### config.mk
export PLATFORM = sky130hd
export DESIGN_NAME = flash_burst_sequencer
export DESIGN_NICKNAME = d
export VERILOG_FILES = /design/src/rtl/flash_burst_sequencer.sv
export SDC_FILE = /design/constraint.sdc
export NUM_CORES = 1
export LEC_CHECK = 0
export BUFFER_PORTS_ARGS = -buffer_cell sky130_fd_sc_hd__buf_2
export CORE_UTILIZATION = 53
export DETAILED_ROUTE_END_ITERATION = 6
export PLACE_DENSITY = 0.79
export SLEW_MARGIN = 10
export SYNTH_ARGS = -nofsm -noshare
export SYNTH_HDL_FRONTEND = slang
export SYNTH_SLANG_ARGS = --single-unit
### constraint.sdc
create_clock -name iCLK -period 2.8 [get_ports iCLK]
set_input_delay 0.14 -clock iCLK [delete_from_list [all_inputs] [get_ports iCLK]]
set_output_delay 0.14 -clock iCLK [all_outputs]
set_load 0.01 [all_outputs]
### src/rtl/flash_burst_sequencer.sv
// flash_burst_sequencer: turns burst read/program and erase requests into single-byte
// commands for a start/ready flash controller, with a per-command timeout.
module flash_burst_sequencer #(
   parameter int TIMEOUT = 8388608,
   parameter int LEN_W   = 16
) (
   input  logic             iCLK,
   input  logic             iRST,
   input  logic [1:0]       iOP,
   input  logic [21:0]      iADDR,
   input  logic [LEN_W-1:0] iLEN,
   input  logic             iGo,
   output logic             oBusy,
   output logic             oDone,
   output logic             oErr,
   input  logic [7:0]       iWR_DATA,
   input  logic             iWR_VALID,
   output logic             oWR_READY,
   output logic [7:0]       oRD_DATA,
   output logic             oRD_VALID,
   input  logic             iRD_READY,
   output logic [2:0]       oFL_CMD,
   output logic [21:0]      oFL_ADDR,
   output logic [7:0]       oFL_DATA,
   output logic             oFL_START,
   input  logic             iFL_READY,
   input  logic [7:0]       iFL_RDATA
);
   localparam logic [2:0] CMD_READ = 3'd0, CMD_WRITE = 3'd1, CMD_SEC_ERA = 3'd3, CMD_CHP_ERA = 3'd4;

   typedef enum logic [2:0] {
      S_IDLE, S_GET_WR, S_ISSUE, S_WAIT_BUSY, S_WAIT_DONE, S_PUSH_RD, S_NEXT, S_FINISH
   } state_t;

   state_t           r_state, w_next;
   logic [1:0]       r_op;
   logic [LEN_W-1:0] r_rem;
   logic [22:0]      r_tmo;
   logic [2:0]       r_cmd;
   logic [21:0]      r_addr;
   logic [7:0]       r_data, r_rd_data;
   logic             r_start, r_rd_valid, r_err;
   logic             w_wait, w_tmo;

   assign w_wait    = r_state == S_WAIT_BUSY || r_state == S_WAIT_DONE;
   assign w_tmo     = w_wait && r_tmo == 23'(TIMEOUT - 1);
   assign oBusy     = r_state != S_IDLE;
   assign oDone     = r_state == S_FINISH;
   assign oWR_READY = r_state == S_GET_WR;
   assign oErr      = r_err;
   assign oRD_DATA  = r_rd_data;
   assign oRD_VALID = r_rd_valid;
   assign oFL_CMD   = r_cmd;
   assign oFL_ADDR  = r_addr;
   assign oFL_DATA  = r_data;
   assign oFL_START = r_start;

   always_comb begin
      w_next = r_state;
      case (r_state)
         S_IDLE:      if (iGo) w_next = (!iOP[1] && iLEN == '0) ? S_FINISH : (iOP == 2'd1 ? S_GET_WR : S_ISSUE);
         S_GET_WR:    if (iWR_VALID) w_next = S_ISSUE;
         S_ISSUE:     w_next = S_WAIT_BUSY;
         S_WAIT_BUSY: w_next = w_tmo ? S_FINISH : (iFL_READY ? S_WAIT_BUSY : S_WAIT_DONE);
         S_WAIT_DONE: w_next = w_tmo ? S_FINISH : (!iFL_READY ? S_WAIT_DONE : (r_op == 2'd0 ? S_PUSH_RD : S_NEXT));
         S_PUSH_RD:   if (iRD_READY) w_next = S_NEXT;
         S_NEXT:      w_next = (r_op[1] || r_rem == LEN_W'(1)) ? S_FINISH : (r_op == 2'd0 ? S_ISSUE : S_GET_WR);
         default:     w_next = S_IDLE;
      endcase
   end

   always_ff @(posedge iCLK) begin
      if (iRST) begin
         r_state    <= S_IDLE;
         r_op       <= '0;
         r_rem      <= '0;
         r_tmo      <= '0;
         r_cmd      <= '0;
         r_addr     <= '0;
         r_data     <= '0;
         r_rd_data  <= '0;
         r_start    <= 1'b0;
         r_rd_valid <= 1'b0;
         r_err      <= 1'b0;
      end else begin
         r_state    <= w_next;
         r_rd_valid <= w_next == S_PUSH_RD;
         r_tmo      <= r_state == S_ISSUE ? '0 : r_tmo + 23'd1;
         if (r_state == S_ISSUE)
            r_start <= 1'b1;
         else if (r_state == S_WAIT_BUSY && (!iFL_READY || w_tmo))
            r_start <= 1'b0;
         if (r_state == S_IDLE && iGo) begin
            r_op   <= iOP;
            r_rem  <= iLEN;
            r_addr <= iOP == 2'd2 ? '0 : iADDR;
            r_cmd  <= iOP == 2'd0 ? CMD_READ : iOP == 2'd2 ? CMD_CHP_ERA : iOP == 2'd3 ? CMD_SEC_ERA : r_cmd;
            r_err  <= 1'b0;
         end
         if (r_state == S_GET_WR && iWR_VALID) begin
            r_data <= iWR_DATA;
            r_cmd  <= CMD_WRITE;
         end
         // capture read data on the same edge that sees the controller finish
         if (r_state == S_WAIT_DONE && w_next == S_PUSH_RD)
            r_rd_data <= iFL_RDATA;
         if (r_state == S_NEXT && !r_op[1]) begin
            r_addr <= r_addr + 22'd1;
            r_rem  <= r_rem - LEN_W'(1);
         end
         if (w_tmo)
            r_err <= 1'b1;
      end
   end
endmodule

==> flow_summary.json <==
{
  "yosys.area.top_type": "sky130_fd_sc_hd__dfxtp_1",
  "clock_period_minus_final_worst_setup_slack_ns": 2.31,
  "critical-path-max-stage-delay_ns": 0.67,
  "post_synth_mux_area_share": 0.0205,
  "status": "complete, no violations",
  "dp.cells": 729,
  "synth_top_cells_by_count": "sky130_fd_sc_hd__dfxtp_1 (88), sky130_fd_sc_hd__a21oi_1 (59), sky130_fd_sc_hd__nand2_1 (55)",
  "yosys.cell_count.top_type": "sky130_fd_sc_hd__dfxtp_1",
  "power.static_leakage_nw": 2.11,
  "die_width_um": 93.1,
  "synth-seq-cells": 88,
  "num-fill-cells": 702,
  "top_area_cell_type_share_of_the_netlist_area": 0.400,
  "cts.repair.resized": 0,
  "routedWlPerCell_um": 14.7,
  "cts_tree": "built",
  "gp_congestion": 0.882,
  "via_count_of_the_first_global_routing_pass": 4046,
  "fin_cells": 746,
  "synth_sequential_area_ratio": 0.400,
  "clock_tree.htree_level_count": 3,
  "grt_setup_unrepaired": "no",
  "clk-insertion-delay-late_ns": 0.37,
  "initial_antenna_violation_count": 0,
  "crit_type": "reg2reg",
  "synthXorXnorAreaFrac": 0.0438,
  "finalHoldViolations": 0,
  "ant_nets": 0,
  "synthSimpleGateAreaFrac": 0.305,
  "worst_path_max_fanout": 16,
  "vias_per_cell": 5.77,
  "io_pins": 109,
  "clock_tree.buffer_depth": 2,
  "wire_length_of_the_first_global_routing_pass_um": 18100,
  "first_pass_iteration_count_of_the_detailed_router": 5,
  "routed_wl_um": 11000,
  "critical_path_required_ns": 3.08,
  "crit-reg2reg-launch": "r_state[1]$_SDFF_PP0_",
  "yosys_warnings": 0,
  "cts_num_sinks": 88,
  "nets": 706,
  "number_of_synthesized_flops_with_an_enable_pin": 0,
  "max_freq_mhz": 434,
  "setup.worst_path.end_class": "register",
  "grt_use_total": 0.261,
  "compound_gate_portion_of_the_synthesized_area": 0.176,
  "coreArea_um2": 7890,
  "hpwl_um": 7760,
  "max-slew-margin-rel": 0.436,
  "total_clock_buffers_created_by_cts": 9,
  "synth_top_family_by_area": "simple AND/OR/NAND/NOR gates",
  "mappedNetlistArea_um2": 4400,
  "syn_area_per_cell_um2": 8.09,
  "final_layout_size_suffix_gt1_frac": 0.222,
  "number_of_pins_exceeding_their_max_slew_limit_in_the_final_report": 0,
  "ys_types": 56,
  "power_per_cell_area_nw_per_um2": 578,
  "detailroute.via_count": 4307,
  "timing.clock.skew_ns": 0.0150,
  "clk_pin_slew_ns": 0.10,
  "type_of_the_tightest_min_delay_check": "in2reg",
  "postSynth.asyncResetShare": 0,
  "final-setup-viol-count": 0,
  "final_min_period_over_clock_period": 0.824,
  "post_synth_fa_ha_maj_area_fraction": 0.0114,
  "critical_path.startpoint_type": "register",
  "path_cells": "or4b_2 > nand2_1 > a222oi_1 > nand2b_1 > and4b_1 > mux2i_1",
  "clock-root-buffer": "sky130_fd_sc_hd__clkbuf_8",
  "critical_path.startpoint": "r_state[1]$_SDFF_PP0_",
  "synth_fp_nets": 610,
  "netlist_top_cells_area": "sky130_fd_sc_hd__dfxtp_1 (40%), sky130_fd_sc_hd__a21oi_1 (6.7%), sky130_fd_sc_hd__nand2_1 (4.7%)",
  "route.detailed.drc": 0,
  "netlist_instances": 544,
  "min-delay-start": "iWR_DATA[0]",
  "initial_core_util": 0.558,
  "antenna_cells_inserted": 0,
  "synth_top_flop_cell": "sky130_fd_sc_hd__dfxtp_1",
  "worst_max_slew_pin_slew_ns": 0.846,
  "port_buffers": 108,
  "std_cell_rows": 32,
  "worst_ep_arrival_time_ns": 2.59,
  "worst_ir_drop_on_vdd_mv": 0.384,
  "overflow": 0,
  "area_growth_pct": 17.8,
  "grt_start_max_net_pins": 45,
  "dieArea_um2": 8680,
  "cap_violations": 0,
  "drtIter0Drc": 245,
  "die_height_um": 93.1,
  "setup_tns_final_ns": 0,
  "crit_path_top_delay_cell": "sky130_fd_sc_hd__or4b_2"
}
[worst max-delay path: cells and delay by family (launching register included)]
kind | cells | cell delay [ns]
mux | 1 | 0.28
flops | 1 | 0.46
compound gates | 1 | 0.06
simple gates | 4 | 1.42
[layer usage]
layer / wire [um] / GRT usage
met5: 0 / 0
met4: 261 / 0.128
met3: 699 / 0.0480
met2: 5260 / 0.438
met1: 4750 / 0.320
[what timing repair did]
item / CTS / global route
endpoints found under the hold margin: 2 / 0
setup buffers: 0 / 0
hold buffers: 2 / 0
endpoints found under the setup margin: 0 / 0
[cell families (layout without fill, tap and decap cells)]
family	count (synthesis)	count (layout)
AND/OR/NAND/NOR	251	251
AO/OA/AOI/OAI	126	126
flip-flops	88	88
adder cells (fa/ha/maj)	4	4
XOR/XNOR	22	22
buffers and inverters	44	144
multiplexers	9	9
[area by class of cell]
class,count,area (um2),area share
Multi-Input combinational cell,412,2450,0.473
Sequential cell,88,1760,0.340
Timing Repair Buffer,116,606,0.117
Tap cell,102,128,0.0246
Clock buffer,9,124,0.0239
Clock inverter,6,67.6,0.0130
Inverter,13,48.8,0.00941
[path summary, 6_finish.rpt]
kind	endpoint	slack, ns	depth (start not counted)
worst max register to register	oRD_DATA[3]$_SDFFE_PP0P_	0.49	6
worst min-delay path	oFL_DATA[0]$_SDFFE_PP0P_	0.004	3
worst min register to register	oFL_DATA[5]$_SDFFE_PP0P_	0.46	2
worst max-delay path	oRD_DATA[3]$_SDFFE_PP0P_	0.49	6
[registers in the layout (all words and copies together), names as in the netlist]
signal / count
oRD_VALID: 1
oFL_ADDR: 22
r_rem: 16
r_state: 3
oFL_DATA: 8
r_op: 2
r_tmo: 23
oErr: 1
oFL_START: 1
oRD_DATA: 8
oFL_CMD: 3
[placed cells by master, fill, tap and decap left out, types with 3 or more instances in the layout]
cell type,instances
sky130_fd_sc_hd__buf_2,108
sky130_fd_sc_hd__dfxtp_1,88
sky130_fd_sc_hd__a21oi_1,59
sky130_fd_sc_hd__nand2_1,55
sky130_fd_sc_hd__nor2_1,52
sky130_fd_sc_hd__nand3_1,25
sky130_fd_sc_hd__nor3_1,23
sky130_fd_sc_hd__o21ai_0,20
sky130_fd_sc_hd__nand2b_1,19
sky130_fd_sc_hd__and3_1,15
sky130_fd_sc_hd__inv_1,13
sky130_fd_sc_hd__nor4_1,13
sky130_fd_sc_hd__xor2_1,12
sky130_fd_sc_hd__or3_1,11
sky130_fd_sc_hd__xnor2_1,10
sky130_fd_sc_hd__mux2i_1,9
sky130_fd_sc_hd__a211oi_1,9
sky130_fd_sc_hd__clkbuf_8,9
sky130_fd_sc_hd__a31oi_1,7
sky130_fd_sc_hd__and4_1,6
sky130_fd_sc_hd__nand4_1,6
sky130_fd_sc_hd__a311oi_1,6
sky130_fd_sc_hd__buf_4,6
sky130_fd_sc_hd__nor2b_1,4
sky130_fd_sc_hd__o311ai_0,4
sky130_fd_sc_hd__ha_1,4
sky130_fd_sc_hd__or2_2,3
sky130_fd_sc_hd__a221oi_1,3
sky130_fd_sc_hd__o211ai_1,3
[power by group]
part / leakage [nW] / switching, mW / internal (mW)
clock network: 0.0921 / 0.469 / 0.412
logic: 1.30 / 0.377 / 0.264
registers: 0.717 / 0.124 / 1.35
total: 2.11 / 0.971 / 2.03
[per-stage QoR]
step	power (mW)	utilization	cell area [um2]	worst slack, ns	hold WS, ns
global route	3.15	0.658	5190	0.324	0.00633
CTS	3.01	0.658	5190	0.501	0.00178
floorplan	1.91	-	4400	0.864	0.276
detailed placement	2.13	0.631	4970	0.528	0.386
global placement	2.11	0.631	4970	0.676	0.385
finish	3.00	0.658	5190	0.493	0.00372
Power figures use the tool's default switching activity.
